==> src/rtl/csa_pipe_skip_adder_if.sv <==
// Operand/result stream bundle for the pipelined carry-skip adder.
// master drives operands and consumes results; slave is the adder.
interface csa_pipe_skip_adder_if #(
  parameter int WIDTH = 16
);
  logic             in_valid;
  logic             in_ready;
  logic [WIDTH-1:0] a;
  logic [WIDTH-1:0] b;
  logic             cin;
  logic             sub;
  logic             out_valid;
  logic             out_ready;
  logic [WIDTH-1:0] sum;
  logic             cout;
  logic             ovf;

  modport master (
    output in_valid, a, b, cin, sub, out_ready,
    input  in_ready, out_valid, sum, cout, ovf
  );

  modport slave (
    input  in_valid, a, b, cin, sub, out_ready,
    output in_ready, out_valid, sum, cout, ovf
  );
endinterface

==> src/rtl/csa_pipe_skip_adder.sv <==
// Pipelined carry-skip adder/subtractor: one BLK-bit skip group per stage,
// valid/ready streaming with a global stall enable.

// Per-group ripple adder; the skip mux sits in the parent so it stays visible.
module csa_skip_grp #(
  parameter int BLK = 4
) (
  input  logic [BLK-1:0] a,
  input  logic [BLK-1:0] b,
  input  logic           ci,
  output logic [BLK-1:0] s,
  output logic           rc,
  output logic           cm,
  output logic           p
);
  logic [BLK:0] c;

  always_comb begin
    c    = '0;
    s    = '0;
    c[0] = ci;
    for (int i = 0; i < BLK; i++) begin
      s[i]   = a[i] ^ b[i] ^ c[i];
      c[i+1] = (a[i] & b[i]) | (c[i] & (a[i] ^ b[i]));
    end
  end

  assign rc = c[BLK];
  assign cm = c[BLK-1];
  assign p  = &(a ^ b);
endmodule

module csa_pipe_skip_adder #(
  parameter int WIDTH = 16,
  parameter int BLK   = 4
) (
  input  logic                  clk,
  input  logic                  rst_n,
  csa_pipe_skip_adder_if.slave  s
);
  localparam int NBLK = WIDTH / BLK;

  // a/b ride along as skew registers; s accumulates finished low groups
  typedef struct packed {
    logic [WIDTH-1:0] a;
    logic [WIDTH-1:0] b;
    logic [WIDTH-1:0] s;
    logic             c;
    logic             cm;
  } stg_t;

  stg_t stg_d [NBLK];
  stg_t stg_q [NBLK];
  stg_t nxt   [NBLK];

  logic [NBLK:1]                vld_q;
  logic [NBLK:0]                vld_pipe;
  logic                         en;
  logic [NBLK-1:0][BLK-1:0]     gs;
  logic [NBLK-1:0]              grc, gcm, gp, gco;

  assign vld_pipe   = {vld_q, s.in_valid};
  assign en         = !vld_pipe[NBLK] || s.out_ready;
  assign s.in_ready = en;

  always_comb begin
    stg_d[0].a  = s.a;
    stg_d[0].b  = s.sub ? ~s.b : s.b;
    stg_d[0].s  = '0;
    stg_d[0].c  = s.sub | s.cin;
    stg_d[0].cm = 1'b0;
    for (int k = 1; k < NBLK; k++) stg_d[k] = stg_q[k-1];
  end

  for (genvar k = 0; k < NBLK; k++) begin : g_stg
    csa_skip_grp #(.BLK(BLK)) u_grp (
      .a  (stg_d[k].a[k*BLK +: BLK]),
      .b  (stg_d[k].b[k*BLK +: BLK]),
      .ci (stg_d[k].c),
      .s  (gs[k]),
      .rc (grc[k]),
      .cm (gcm[k]),
      .p  (gp[k])
    );
    // Skip mux: a fully-propagating group forwards its incoming carry.
    assign gco[k] = gp[k] ? stg_d[k].c : grc[k];
  end

  always_comb begin
    for (int k = 0; k < NBLK; k++) begin
      nxt[k]                  = stg_d[k];
      nxt[k].s[k*BLK +: BLK]  = gs[k];
      nxt[k].c                = gco[k];
      nxt[k].cm               = gcm[k];
    end
  end

  always_ff @(posedge clk or negedge rst_n) begin
    if (!rst_n) begin
      vld_q <= '0;
      for (int k = 0; k < NBLK; k++) stg_q[k] <= '0;
    end else if (en) begin
      vld_q <= vld_pipe[NBLK-1:0];
      for (int k = 0; k < NBLK; k++) stg_q[k] <= nxt[k];
    end
  end

  assign s.out_valid = vld_q[NBLK];
  assign s.sum       = stg_q[NBLK-1].s;
  assign s.cout      = stg_q[NBLK-1].c;
  assign s.ovf       = stg_q[NBLK-1].c ^ stg_q[NBLK-1].cm;
endmodule

==> src/flat_wrapper.sv <==
// flat-port wrapper written by rule: the top's interface ports become plain ports
module csa_pipe_skip_adder_flat 
#(
  parameter int WIDTH = 16,
  parameter int BLK   = 4
)
  (clk, rst_n, s_in_valid, s_a, s_b, s_cin, s_sub, s_out_ready, s_in_ready, s_out_valid, s_sum, s_cout, s_ovf);
  csa_pipe_skip_adder_if #(.WIDTH(WIDTH)) s_i ();
  input  logic clk;
  input  logic rst_n;
  input wire logic [$bits(s_i.in_valid)-1:0] s_in_valid;
  input wire logic [$bits(s_i.a)-1:0] s_a;
  input wire logic [$bits(s_i.b)-1:0] s_b;
  input wire logic [$bits(s_i.cin)-1:0] s_cin;
  input wire logic [$bits(s_i.sub)-1:0] s_sub;
  input wire logic [$bits(s_i.out_ready)-1:0] s_out_ready;
  output wire logic [$bits(s_i.in_ready)-1:0] s_in_ready;
  output wire logic [$bits(s_i.out_valid)-1:0] s_out_valid;
  output wire logic [$bits(s_i.sum)-1:0] s_sum;
  output wire logic [$bits(s_i.cout)-1:0] s_cout;
  output wire logic [$bits(s_i.ovf)-1:0] s_ovf;
  assign s_i.in_valid = s_in_valid;
  assign s_i.a = s_a;
  assign s_i.b = s_b;
  assign s_i.cin = s_cin;
  assign s_i.sub = s_sub;
  assign s_i.out_ready = s_out_ready;
  assign s_in_ready = s_i.in_ready;
  assign s_out_valid = s_i.out_valid;
  assign s_sum = s_i.sum;
  assign s_cout = s_i.cout;
  assign s_ovf = s_i.ovf;
  csa_pipe_skip_adder #(.WIDTH(WIDTH), .BLK(BLK)) u_core (.clk(clk), .rst_n(rst_n), .s(s_i));
endmodule
==> config.mk <==
export PLATFORM = sky130hd
export DESIGN_NAME = csa_pipe_skip_adder_flat
export DESIGN_NICKNAME = d
export VERILOG_FILES = /design/src/rtl/csa_pipe_skip_adder_if.sv /design/src/rtl/csa_pipe_skip_adder.sv /design/src/flat_wrapper.sv
export SDC_FILE = /design/constraint.sdc
export NUM_CORES = 1
export LEC_CHECK = 0
export CORE_MARGIN = 10
export CORE_UTILIZATION = 30
export CTS_CLUSTER_SIZE = 10
export DETAILED_ROUTE_END_ITERATION = 16
export PLACE_DENSITY = 0.6
export SYNTH_ARGS = -nofsm -noshare
export SYNTH_HDL_FRONTEND = slang
export SYNTH_SLANG_ARGS = --single-unit
==> constraint.sdc <==
create_clock -name clk -period 2.55 [get_ports clk]
set_clock_uncertainty 0.2 [all_clocks]
set_input_delay 0.6375 -clock clk [delete_from_list [all_inputs] [get_ports clk]]
set_output_delay 0.6375 -clock clk [all_outputs]
set_load 0.01 [all_outputs]
# [After elaboration in Yosys (flattened, before gate mapping)]
# Index checks and enable logic that the tools add are counted.
[classes] bitwise_logic=87 n_reduce_logical=6 muxes=5
[op_table] operator="1-bit XOR" n=33
[op_table] operator="1-bit bitwise AND" n=32
[op_table] operator="1-bit OR" n=17
[op_table] operator="16-bit 2-to-1 mux" n=1
[op_table] operator="16-bit NOT" n=1
[op_table] operator="4-bit AND reduction" n=4
[op_table] operator="4-bit XOR" n=4
[op_table] operator="1-bit 2-to-1 mux" n=4
[op_table] operator="1-bit logical NOT" n=1
[op_table] operator="1-bit logical OR" n=1
[totals] reg_bits=145 in_bits=38

# [Depth between registers and ports, before layout]
[logic_depth] depth_word=12 mapped_depth=13

# [Modules after synthesis]
# Synthesis repeated with hierarchy kept, for this count alone.
[hier_totals] hier_cells=317 hier_area_um2=4971.0
[by_module_without_submodules] mod="csa_pipe_skip_adder" cells_each=249 instances=1 area_per_inst_um2=4295.4 seq_area_each_um2=2427.3
[by_module_without_submodules] mod="csa_skip_grp" cells_each=17 instances=4 area_per_inst_um2=168.9 seq_area_each_um2=0.0

# [Worst setup path before layout]
# Ideal clock, no wire load.
[synth_timing] path_kind="input-to-reg" startpoint="input port s_sub" endpoint="register u_core.nxt[105] (netlist name)" required_ns=2.234 arrival_time_ns=2.659 setup_ns=0.116 stages=13 setup_slack_ns=-0.425 path_cell_list="buf_6 buf_6 xor2_1 inv_1 fa_1 inv_1 fa_1 inv_1 fa_1 inv_1 fa_1 nand2_1 nand2_1"
[synth_via] elab_chain_len=9 word_cells_on_any_way=16 cone_classes="mux (1); bitwise (15)"
[synth_lines] element="from (decl)" line_no="flat_wrapper.sv:15" text="input wire logic [$bits(s_i.sub)-1:0] s_sub;"
[synth_lines] element="16-bit 2-to-1 mux" line_no="csa_pipe_skip_adder.sv:68" text="stg_d[0].b = s.sub ? ~s.b : s.b;"
[synth_lines] element="1-bit XOR" line_no="csa_pipe_skip_adder.sv:24" text="c[i+1] = (a[i] & b[i]) | (c[i] & (a[i] ^ b[i]));"
[synth_lines] element="1-bit bitwise AND" line_no="csa_pipe_skip_adder.sv:24"
[synth_lines] element="1-bit OR" line_no="csa_pipe_skip_adder.sv:24"
[synth_lines] element="1-bit bitwise AND" line_no="csa_pipe_skip_adder.sv:24"
[synth_lines] element="1-bit OR" line_no="csa_pipe_skip_adder.sv:24"
[synth_lines] element="1-bit bitwise AND" line_no="csa_pipe_skip_adder.sv:24"
[synth_lines] element="1-bit OR" line_no="csa_pipe_skip_adder.sv:24"
[synth_lines] element="1-bit XOR *" line_no="csa_pipe_skip_adder.sv:23" text="s[i] = a[i] ^ b[i] ^ c[i];"
[synth_lines] element="via u_core.g_stg[0].u_grp.s[3]" line_no="csa_pipe_skip_adder.sv:11" text="output logic [BLK-1:0] s,"
# Mark *: on every way through the listed nets, which the timed path passes. The rest lies on a longest branch.
# A chain may end at the register's enable or synchronous reset.

# [Final worst setup path]
[layout_timing] startpoint="input port s_b[0]" endpoint="register u_core.nxt[105] (netlist name)"
[layout_via] elab_chain_len=10 word_cells_on_any_way=11 cone_classes="mux (1); bitwise (10)"
[layout_lines] element="from (decl)" line_no="flat_wrapper.sv:13" text="input wire logic [$bits(s_i.b)-1:0] s_b;"
[layout_lines] element="16-bit NOT" line_no="csa_pipe_skip_adder.sv:68"
[layout_lines] element="16-bit 2-to-1 mux *" line_no="csa_pipe_skip_adder.sv:68"
[layout_lines] element="1-bit XOR" line_no="csa_pipe_skip_adder.sv:24"
[layout_lines] element="1-bit bitwise AND" line_no="csa_pipe_skip_adder.sv:24"
[layout_lines] element="1-bit OR *" line_no="csa_pipe_skip_adder.sv:24"
[layout_lines] element="1-bit bitwise AND *" line_no="csa_pipe_skip_adder.sv:24"
[layout_lines] element="1-bit OR *" line_no="csa_pipe_skip_adder.sv:24"
[layout_lines] element="1-bit bitwise AND *" line_no="csa_pipe_skip_adder.sv:24"
[layout_lines] element="1-bit OR *" line_no="csa_pipe_skip_adder.sv:24"
[layout_lines] element="1-bit XOR *" line_no="csa_pipe_skip_adder.sv:23"
[layout_lines] element="via u_core.g_stg[0].u_grp.s[3]" line_no="csa_pipe_skip_adder.sv:11"
# Marks and branches as above.

==> run_results.csv <==
group,metric,value,unit
power,peakVddDrop,373,uV
clock_tree,cts_max_path_buffers,2,
power,powerDensity,1120,mW/mm2
die,num_rows,45,
logic_synthesis,synth_top_cell_by_area,"dfrtp_1",
logic_synthesis,synthArstFlopShare,100,%
route,routed_wl,9180,um
die,die_area,0.0206,mm2
sta,finalHoldViolations,0,
logic_synthesis,synth_top_area_share,53.0,%
placed_design,gp_congestion,0.832,
power,power_leakage,2.75,nW
clock_tree,clock_latency,340,ps
worst_setup_path,cp.required,2580,ps
placed_design,placed_cell_area,0.00525,mm2
logic_synthesis,synthTopCellsByCount,"nand2_1 (223), dfrtp_1 (97), buf_4 (25), o21ai_0 (18), inv_1 (17)",
route,detail-route-antenna-nets,0,
worst_setup_path,start_kind,"input port",
logic_synthesis,synth_edf_count,0,
route,drc,0,
logic_synthesis,syn_area,0.00458,mm2
die,die_y,144,um
logic_synthesis,synth_most_common_cell,"nand2_1",
global_routing,grt_pass1_vias,3242,
sta,tightest_slew,504,ps
logic_synthesis,ys_seq_area_share,53.0,%
route,drt-initial-drc-count,190,
flow_run,maxCapViolCount,0,
logic_synthesis,syn-instance-count,475,
global_routing,grt_max_degree,85,
layout,post-route-util,37.2,%
worst_setup_path,reg2reg_depth,6,
global_routing,grt_pass1_wl,15700,um
clock_tree,clkSlewWorstSetupHoldPaths,60,ps
logic_synthesis,yosys_warnings,0,
layout,drive_gt1_share,11.3,%
logic_synthesis,ys_ff_latch,97,
layout,num_antenna_cells,0,
placed_design,port_buffers,57,
worst_setup_path,end_kind,"register",
sta,fmax,397,MHz
layout,area_delta_synth_final,22.6,%
clock_tree,cts_tree,"yes",
sta,fin_crit,2520,ps
die,io_pins,58,
die,initial_utilization,30.4,%
logic_synthesis,ys_types,23,
sta,grt_setup_unrepaired,"yes",
logic_synthesis,ys.flop_type,"dfrtp_1",
global_routing,grt_overflow,0,
layout,final_area,0.00562,mm2
worst_setup_path,worstPathMaxFanout,2,
clock_tree,cts_buffers,9,
die,coreArea,0.0151,mm2
global_routing,antenna_found_initial,0,
layout,nets,596,
clock_tree,cts-htree-levels,3,
logic_synthesis,synth_area_leaders,"dfrtp_1 (53%), nand2_1 (18%), fa_1 (7.0%), ha_1 (4.4%), buf_4 (4.1%)",
worst_setup_path,rr_startpoint,"u_core.nxt[46]",
logic_synthesis,syn-mean-instance-area,9.65,um2
worst_setup_path,crit_type,"in2reg",
sta,min_period_over_period,98.8,%
hold_path,hp-class,"in2async",
die,dieWidth,144,um
layout,fillers,1522,
worst_setup_path,critPathArrivalTime,2550,ps
route,vias,3053,
route,vias_per_cell,4.25,
worst_setup_path,reg2reg_slack,110,ps
logic_synthesis,syn_nets,545,
placed_design,dp_hpwl,6780,um
sta,setup_viol,0,
clock_tree,root_buffer,"clkbuf_16",
global_routing,track_usage,9.46,%
worst_setup_path,r2r-end,"u_core.s.cout",
outcome,status,"finished clean",
clock_tree,clock_sinks,97,
sta,relSlewSlack,66.4,%
route,dr.pass1.iters,4,
sta,maxSlewViolCount,0,
route,wl_per_cell,12.8,um
where the power goes:
group | switching [W] | internal [W] | leakage [nW]
registers | 0.000455 | 0.00223 | 1.17
clock network | 0.000550 | 0.000759 | 0.139
logic | 0.00121 | 0.00107 | 1.44
cells in the final DEF, fill, tap and decap left out, types with 2 or more instances in the layout:
master / instances
ha_1: 16
clkbuf_1: 2
clkinv_2: 2
nand2_1: 223
dlygate4sd2_1: 2
buf_12: 2
clkbuf_16: 9
buf_6: 2
fa_1: 8
fa_2: 8
xnor2_1: 10
nand4_1: 4
clkdlybuf4s50_1: 51
nor3_1: 3
xor2_1: 5
a21oi_1: 7
buf_4: 21
o21ai_0: 18
nor2_1: 9
inv_1: 12
dfrtp_1: 97
inv_2: 6
worst max-delay path, stage by stage:
cell     delay (ps)
buf_4           130
xor2_4          180
inv_2            60
fa_2            340
inv_2            60
fa_2            190
inv_2            40
fa_2            320
inv_2            70
fa_2            410
nand2_1          70
nand2_1          50
sequential cells by signal, indices dropped and copies added, names as in the netlist:
signal and flops:
u_core.s.cout 1, u_core.stg_d 3, u_core.stg_q 1, u_core.s.sum 16, u_core.vld_q 4, u_core.nxt 72
worst max-delay path by stage:
stage	start	endpoint	slack (ps)	depth (start not counted)
2_1_floorplan	s_sub	u_core.nxt[105]	-350	13
3_3_place_gp	s_sub	u_core.nxt[105]	-650	12
3_5_place_dp	s_sub	u_core.nxt[105]	-720	12
4_1_cts	s_sub	u_core.nxt[105]	-40	12
5_1_grt	s_b[0]	u_core.nxt[105]	-40	12
6_report	s_b[0]	u_core.nxt[105]	30	12
logic make-up (layout without fill, tap and decap cells):
kind of cell / count (synthesis) / after routing / synth area share (%)
DFF: 97 / 97 / 53.0
and+or+nand+nor: 244 / 244 / 20.6
AOI/OAI and AO/OA: 27 / 27 / 3.25
muxes: 1 / 1 / 0.218
xor gates and xnor gates: 17 / 17 / 3.25
buffers and inverters: 57 / 113 / 8.33
adders and majority gates: 32 / 32 / 11.4
per-layer routing:
metal / global-route usage [%] / share of wire [%]
met2: 14.8 / 45
met3: 2.71 / 4.0
met4: 4.08 / 2.1
met1: 12.0 / 49
met5: 0 / 0
metrics by stage:
step           power, W  cells  setup WS [ps]  hold slack (ps)  setup TNS (ps)
5_1_grt         0.00685    719          -41.3             27.2           -41.3
6_report        0.00627    719           31.1             12.3               0
3_5_place_dp    0.00502    699           -723              256           -2140
3_3_place_gp    0.00492    699           -650              244           -1810
2_1_floorplan   0.00428    475           -349              142            -571
4_1_cts         0.00637    717          -35.0             18.9           -35.0
what timing repair did:
item | in CTS | in global routing
resized for setup | 19 | 8
hold endpoints to repair | 0 | 0
setup endpoints to repair | 6 | 5
hold buffers | 0 | 0
pin swaps | 9 | 6
buffers inserted | 2 | 2
cell type report:
class | count | area, um2 | area share (%)
multi-input cells | 321 | 1840 | 32.8
clock inverters | 5 | 56.3 | 1.00
repair buffers | 79 | 758 | 13.5
clock buffers | 11 | 233 | 4.14
inverters | 18 | 67.6 | 1.20
flip-flops and latches | 97 | 2430 | 43.2
well taps | 188 | 235 | 4.19
Note: power is estimated with default switching activity, not from simulation.
